### src/rtl/log2.sv
// ---------------------------------------------------------------------------
// log2 : fully pipelined unsigned base-2 logarithm of an 8-bit integer.
//
// Result format is Q3.FRAC_W: y[FRAC_W+2:FRAC_W] is the integer part
// (index of the leading one), y[FRAC_W-1:0] the truncated fraction.
// One sample per clock, fixed latency FRAC_W+2 from validx to validy.
//
// Pipeline:
//   capture   : register x and validx
//   normalise : leading-one index e, mantissa m = x << (7-e) in 1.(MANT_W-1)
//   square k  : k = 1..FRAC_W, one fraction bit each (MSB first):
//               p = m*m; p >= 2 -> bit 1, m = p/2; else bit 0, m = p
//               (m truncated back to MANT_W bits, never rounded)
//   output    : y / validy registers; y holds when no valid result arrives
//
// x = 0 flows through as e = 0, m = 0 and therefore yields y = 0.
//
// Optional feature (macro LOG2_ZERO_FLAG_EN): adds output zero_err, set
// together with validy when the delivered result came from x = 0.
//
// Ports:
//   clk      in   rising-edge clock
//   rst_n    in   synchronous active-low reset (clears all valid flags)
//   x        in   8-bit unsigned operand, sampled when validx = 1
//   validx   in   input strobe, no backpressure
//   y        out  Q3.FRAC_W result
//   validy   out  y carries a new result this cycle
//   zero_err out  (LOG2_ZERO_FLAG_EN only) result came from x = 0
//
// Handshake: validx/validy are one-cycle strobes with no ready signal; every
// sample presented with validx = 1 produces exactly one validy pulse
// FRAC_W+2 cycles later, in order, unless a reset intervenes.
// ---------------------------------------------------------------------------
module log2 #(
  parameter int FRAC_W = 5,
  parameter int MANT_W = 16
) (
  input  logic              clk,
  input  logic              rst_n,
  input  logic [7:0]        x,
  input  logic              validx,
  output logic [FRAC_W+2:0] y,
  output logic              validy
`ifdef LOG2_ZERO_FLAG_EN
  ,
  output logic              zero_err
`endif
);

  localparam int PW = 2 * MANT_W;

  // Capture stage
  logic [7:0] cap_x;
  logic       cap_v;

  // Normalisation (combinational from the capture registers)
  logic [2:0] lead_e;
  logic [7:0] lead_sh;

  always_comb begin
    lead_e = '0;
    for (int i = 0; i < 8; i++) begin
      if (cap_x[i]) lead_e = 3'(i);
    end
    lead_sh = cap_x << (3'd7 - lead_e);
  end

  // Stage registers: index 0 is the normalised stage, 1..FRAC_W the squarers
  logic [MANT_W-1:0] m_q [0:FRAC_W];
  logic [2:0]        e_q [0:FRAC_W];
  logic [FRAC_W-1:0] f_q [0:FRAC_W];
  logic              v_q [0:FRAC_W];

  // Squaring stage next values
  logic [MANT_W-1:0] m_d  [1:FRAC_W];
  logic [FRAC_W-1:0] f_d  [1:FRAC_W];
  logic              hi_d [1:FRAC_W];

  always_comb begin
    for (int k = 1; k <= FRAC_W; k++) begin
      // m is in [1,2) so m*m is in [1,4); its top bit means p >= 2.
      hi_d[k] = (PW'(m_q[k-1]) * PW'(m_q[k-1])) >= (PW'(1) << (PW - 1));
      // Dropping MANT_W-1 low bits rescales back to 1.(MANT_W-1); one more
      // bit of shift is the divide-by-two when p >= 2.
      m_d[k]  = MANT_W'((PW'(m_q[k-1]) * PW'(m_q[k-1]))
                        >> (hi_d[k] ? MANT_W : MANT_W - 1));
      f_d[k]  = f_q[k-1];
      if (hi_d[k]) f_d[k][FRAC_W-k] = 1'b1;
    end
  end

`ifdef LOG2_ZERO_FLAG_EN
  logic z_q [0:FRAC_W];
`endif

  always_ff @(posedge clk) begin
    if (!rst_n) begin
      cap_x  <= '0;
      cap_v  <= 1'b0;
      for (int k = 0; k <= FRAC_W; k++) begin
        m_q[k] <= '0;
        e_q[k] <= '0;
        f_q[k] <= '0;
        v_q[k] <= 1'b0;
`ifdef LOG2_ZERO_FLAG_EN
        z_q[k] <= 1'b0;
`endif
      end
      y      <= '0;
      validy <= 1'b0;
`ifdef LOG2_ZERO_FLAG_EN
      zero_err <= 1'b0;
`endif
    end else begin
      cap_x  <= x;
      cap_v  <= validx;

      m_q[0] <= {lead_sh, (MANT_W-8)'(0)};
      e_q[0] <= lead_e;
      f_q[0] <= '0;
      v_q[0] <= cap_v;
`ifdef LOG2_ZERO_FLAG_EN
      z_q[0] <= (cap_x == 8'd0);
`endif

      for (int k = 1; k <= FRAC_W; k++) begin
        m_q[k] <= m_d[k];
        e_q[k] <= e_q[k-1];
        f_q[k] <= f_d[k];
        v_q[k] <= v_q[k-1];
`ifdef LOG2_ZERO_FLAG_EN
        z_q[k] <= z_q[k-1];
`endif
      end

      validy <= v_q[FRAC_W];
      if (v_q[FRAC_W]) y <= {e_q[FRAC_W], f_q[FRAC_W]};
`ifdef LOG2_ZERO_FLAG_EN
      zero_err <= v_q[FRAC_W] & z_q[FRAC_W];
`endif
    end
  end

endmodule

### config.mk
export PLATFORM = sky130hd
export DESIGN_NAME = log2
export DESIGN_NICKNAME = d
export VERILOG_FILES = /design/src/rtl/log2.sv
export SDC_FILE = /design/constraint.sdc
export NUM_CORES = 2
export LEC_CHECK = 0
export CAP_MARGIN = 20
export CORE_ASPECT_RATIO = 1.75
export CORE_MARGIN = 1
export CORE_UTILIZATION = 40
export CTS_CLUSTER_SIZE = 30
export DETAILED_ROUTE_END_ITERATION = 8
export SLEW_MARGIN = 20
export SYNTH_ARGS = -nofsm -noshare
export SYNTH_HDL_FRONTEND = slang
export SYNTH_SLANG_ARGS = --single-unit
### constraint.sdc
create_clock -name clk -period 19.2 [get_ports clk]
set_input_delay 3.84 -clock clk [delete_from_list [all_inputs] [get_ports clk]]
set_output_delay 3.84 -clock clk [all_outputs]
set_load 0.03 [all_outputs]
==> run metrics <==
max_cap viols=0; number of hold buffers added after cts=0; leading post-synthesis cells by instance count=sky130_fd_sc_hd__inv_1, sky130_fd_sc_hd__fa_1, sky130_fd_sc_hd__ha_1, sky130_fd_sc_hd__nand2_1, sky130_fd_sc_hd__and2_1; setup-violating endpoint count in the final report=0; Worst Hold Class=flop to flop; Pins Over Slew Limit=0; Peak VDD IR=66.21 uV; sum of negative setup slack=0 ps; Switching Power=253.4 uW; Hold Path Stages=1; initial antenna violation count=0; required time reported for the critical path endpoint=19520 ps; transition time of the tightest slew-check pin=1051 ps; starting density of the core=40.36%; Leakage Power=0.01979 uW; fraction of registers with async set or reset after synthesis=0%; clock input transition at the sequential cells of the worst setup and hold paths=60 ps; number of setup buffers added after CTS=0; CP endpoint kind=flop; relative contribution of combinational cells to total power=18.0%; drt initial violations=711; most area-consuming cells after synthesis=sky130_fd_sc_hd__fa_1, sky130_fd_sc_hd__ha_1, sky130_fd_sc_hd__inv_1, sky130_fd_sc_hd__dfxtp_1, sky130_fd_sc_hd__and2_1; Clock Power Share=44.5%; final net count=4637; die width=219.6 um; leading cell type by number of instances after synthesis=sky130_fd_sc_hd__inv_1; post-detailed-route via-to-cell ratio=4.967; number of enable-type register cells in the synthesized netlist=0; maximum number of pins on one net before global-route repair=51; Synth Cell Area=33130 sq um; P per Cell Area=23.19 nW/um^2; PostCTS Resize Cnt=0; average routed wire per standard cell=16.34 um; number of cells traversed by the worst register-to-register path=22; #FFs+latches synth=129; gr ovfl total=0; storage element area=2582 sq um; sequential element share of the synthesized area=7.794%; worst path arrival time=7860 ps; Clock Skew=10.92 ps; Distinct cells, synth=75; cell count after synthesis=3571; syn nets=4685; Cell Count, Final, Fillers Out=4592; setup repair after global routing missed its margin=no; placed wire-length estimate=64660 um; element type at the critical path start=flop; number of warning messages in the yosys log=0; # placed instances=4561; first-pass GRT wire length=127300 um; via count of the first global-routing pass=26320; row count=139; Rel. slew slack=29.73%; combined area of the multi-input logic cells=26830 sq um; Residual DRC=0; Tot GR Track Use=19.24%; layout cell share with drive strength beyond 1=2.291%; final critical path time including I/O delays and setup=7533 ps; fraction of the cycle the final worst path needs=39.24%; Sw Ratio=31.23%; area delta synth->final=5.592%; mean instance size in the synthesized netlist=9.279 sq um; Seq pwr share=37.5%; TritonCTS clock tree=done; highest attainable clock frequency=132.7 MHz; last weighted congestion value of the routability-driven placer=0.8699; number of buffers created by CTS=17; clk_lat worst skew=450 ps; share of the synthesized area in the top cell type=40.96%; critical path fanouts, max=20; power consumption=811.3 uW; internal power consumption=557.9 uW; count of antenna-violating nets left after detailed routing=0; length of the first detailed-routing pass in iterations=5; Port Buffers=19; maximum number of buffers from clock root to sink=2; clock tree root driver cell=sky130_fd_sc_hd__clkbuf_16; vias after detailed routing=22810; floorplan die area=84040 sq um; total length of routed wires=75030 um; Diodes inserted=0; floorplan core area=82090 sq um; number of H-tree branching levels=4; dominant synthesized flop cell=sky130_fd_sc_hd__dfxtp_1; path type of the worst setup path=flop to flop; number of primary I/O pins=20; hold violation count in the final report=0; cell taking the most area after synthesis=sky130_fd_sc_hd__fa_1; die outline height=382.7 um; TritonCTS Sinks=129; Filler Cell Count=8153; outcome=finished, final reports clean
-- layout make-up --
class	count	share of cell area [%]
clock buffer	18	1.255
clock inverter	13	0.5722
inverter	880	9.480
multi-input combinational	2461	76.68
sequential	129	7.381
tap	1057	3.780
timing repair buffer	34	0.8511
-- cells by family after synthesis --
logic type	share of synthesized area, %
XOR/XNOR	2.515
flip-flops	7.794
buffers and inverters	11.28
AO/OA/AOI/OAI	6.344
other	0.01132
multiplexers	1.990
adder cells (fa/ha/maj)	57.01
AND/OR/NAND/NOR	13.06
-- per-stage QoR --
step           utilization (%)  worst slack (ps)  hold slack (ps)  instance area, sq um
6_report                 42.62             11670            432.4                 34990
5_1_grt                  42.62             11200            449.1                 34990
4_1_cts                  42.62             11690            432.4                 34990
3_5_place_dp             41.84             11710            416.9                 34350
3_3_place_gp             41.84             11780            414.1                 34350
2_1_floorplan                -             12930            411.9                 33130
-- power groups by stage --
stage,Clock [uW],Sequential [uW],Combinational (uW)
global route,383,306,167
floorplan,0,290,116
global placement,0,310,145
CTS,371,305,149
detailed placement,0,311,148
finish,361,305,146
-- final timing paths --
check / from / end / slack (ps)
max: m_q[0][44] / m_q[0][57] / 11670
min: e_q[3][1] / e_q[4][1] / 430
max reg2reg: m_q[0][44] / m_q[0][57] / 11670
min reg2reg: e_q[3][1] / e_q[4][1] / 430
-- layout by cell type (no fill, tap or decap), types with 13 or more instances in the layout --
cell type,Yosys,routed
sky130_fd_sc_hd__a21o_1,52,52
sky130_fd_sc_hd__a21oi_1,91,91
sky130_fd_sc_hd__and2_1,263,263
sky130_fd_sc_hd__and3_1,17,17
sky130_fd_sc_hd__buf_4,1,15
sky130_fd_sc_hd__clkbuf_16,0,17
sky130_fd_sc_hd__clkdlybuf4s50_1,0,18
sky130_fd_sc_hd__dfxtp_1,129,129
sky130_fd_sc_hd__fa_1,678,678
sky130_fd_sc_hd__ha_1,425,425
sky130_fd_sc_hd__inv_1,877,876
sky130_fd_sc_hd__mux2i_1,58,58
sky130_fd_sc_hd__nand2_1,324,324
sky130_fd_sc_hd__nand2b_1,17,17
sky130_fd_sc_hd__nand3_1,42,42
sky130_fd_sc_hd__nand4_1,13,13
sky130_fd_sc_hd__nor2_1,130,130
sky130_fd_sc_hd__nor2b_1,25,25
sky130_fd_sc_hd__nor3_1,22,22
sky130_fd_sc_hd__o21a_1,17,17
sky130_fd_sc_hd__o21ai_0,44,44
sky130_fd_sc_hd__xnor2_1,64,64
sky130_fd_sc_hd__xor2_1,28,28
-- registers in the layout, summed over array words and instances, names as in the netlist --
register  flops
y             8
validy        1
f_q          15
cap_v         1
v_q           6
cap_x         8
e_q          18
m_q          72
-- worst max-delay path, stage by stage (launching register included) --
cell and delay, ps:
sky130_fd_sc_hd__dfxtp_1 660, sky130_fd_sc_hd__inv_1 350, sky130_fd_sc_hd__nor2_1 290, sky130_fd_sc_hd__inv_1 90
sky130_fd_sc_hd__fa_1 510, sky130_fd_sc_hd__inv_1 60, sky130_fd_sc_hd__fa_1 550, sky130_fd_sc_hd__fa_1 440
sky130_fd_sc_hd__fa_1 500, sky130_fd_sc_hd__inv_1 50, sky130_fd_sc_hd__fa_1 480, sky130_fd_sc_hd__inv_1 40
sky130_fd_sc_hd__ha_1 280, sky130_fd_sc_hd__ha_1 400, sky130_fd_sc_hd__nand4_1 160, sky130_fd_sc_hd__nor2_1 320
sky130_fd_sc_hd__nand3_1 130, sky130_fd_sc_hd__a21oi_1 440, sky130_fd_sc_hd__or3_1 220, sky130_fd_sc_hd__nand3_1 160
sky130_fd_sc_hd__a211oi_4 920, sky130_fd_sc_hd__mux2i_1 280, sky130_fd_sc_hd__nor2_1 50
-- per-layer routing --
layer  track usage (%)  part of all wire [%]  vias to the layer above
met5                 0                     0                        -
li1                  -                     -                    10770
met1             18.39                    34                    11620
met3             1.387                   1.3                      156
met2             40.73                    61                      261
met4             7.189                   3.7                        0
No activity file was read; power rests on OpenSTA's default activity.
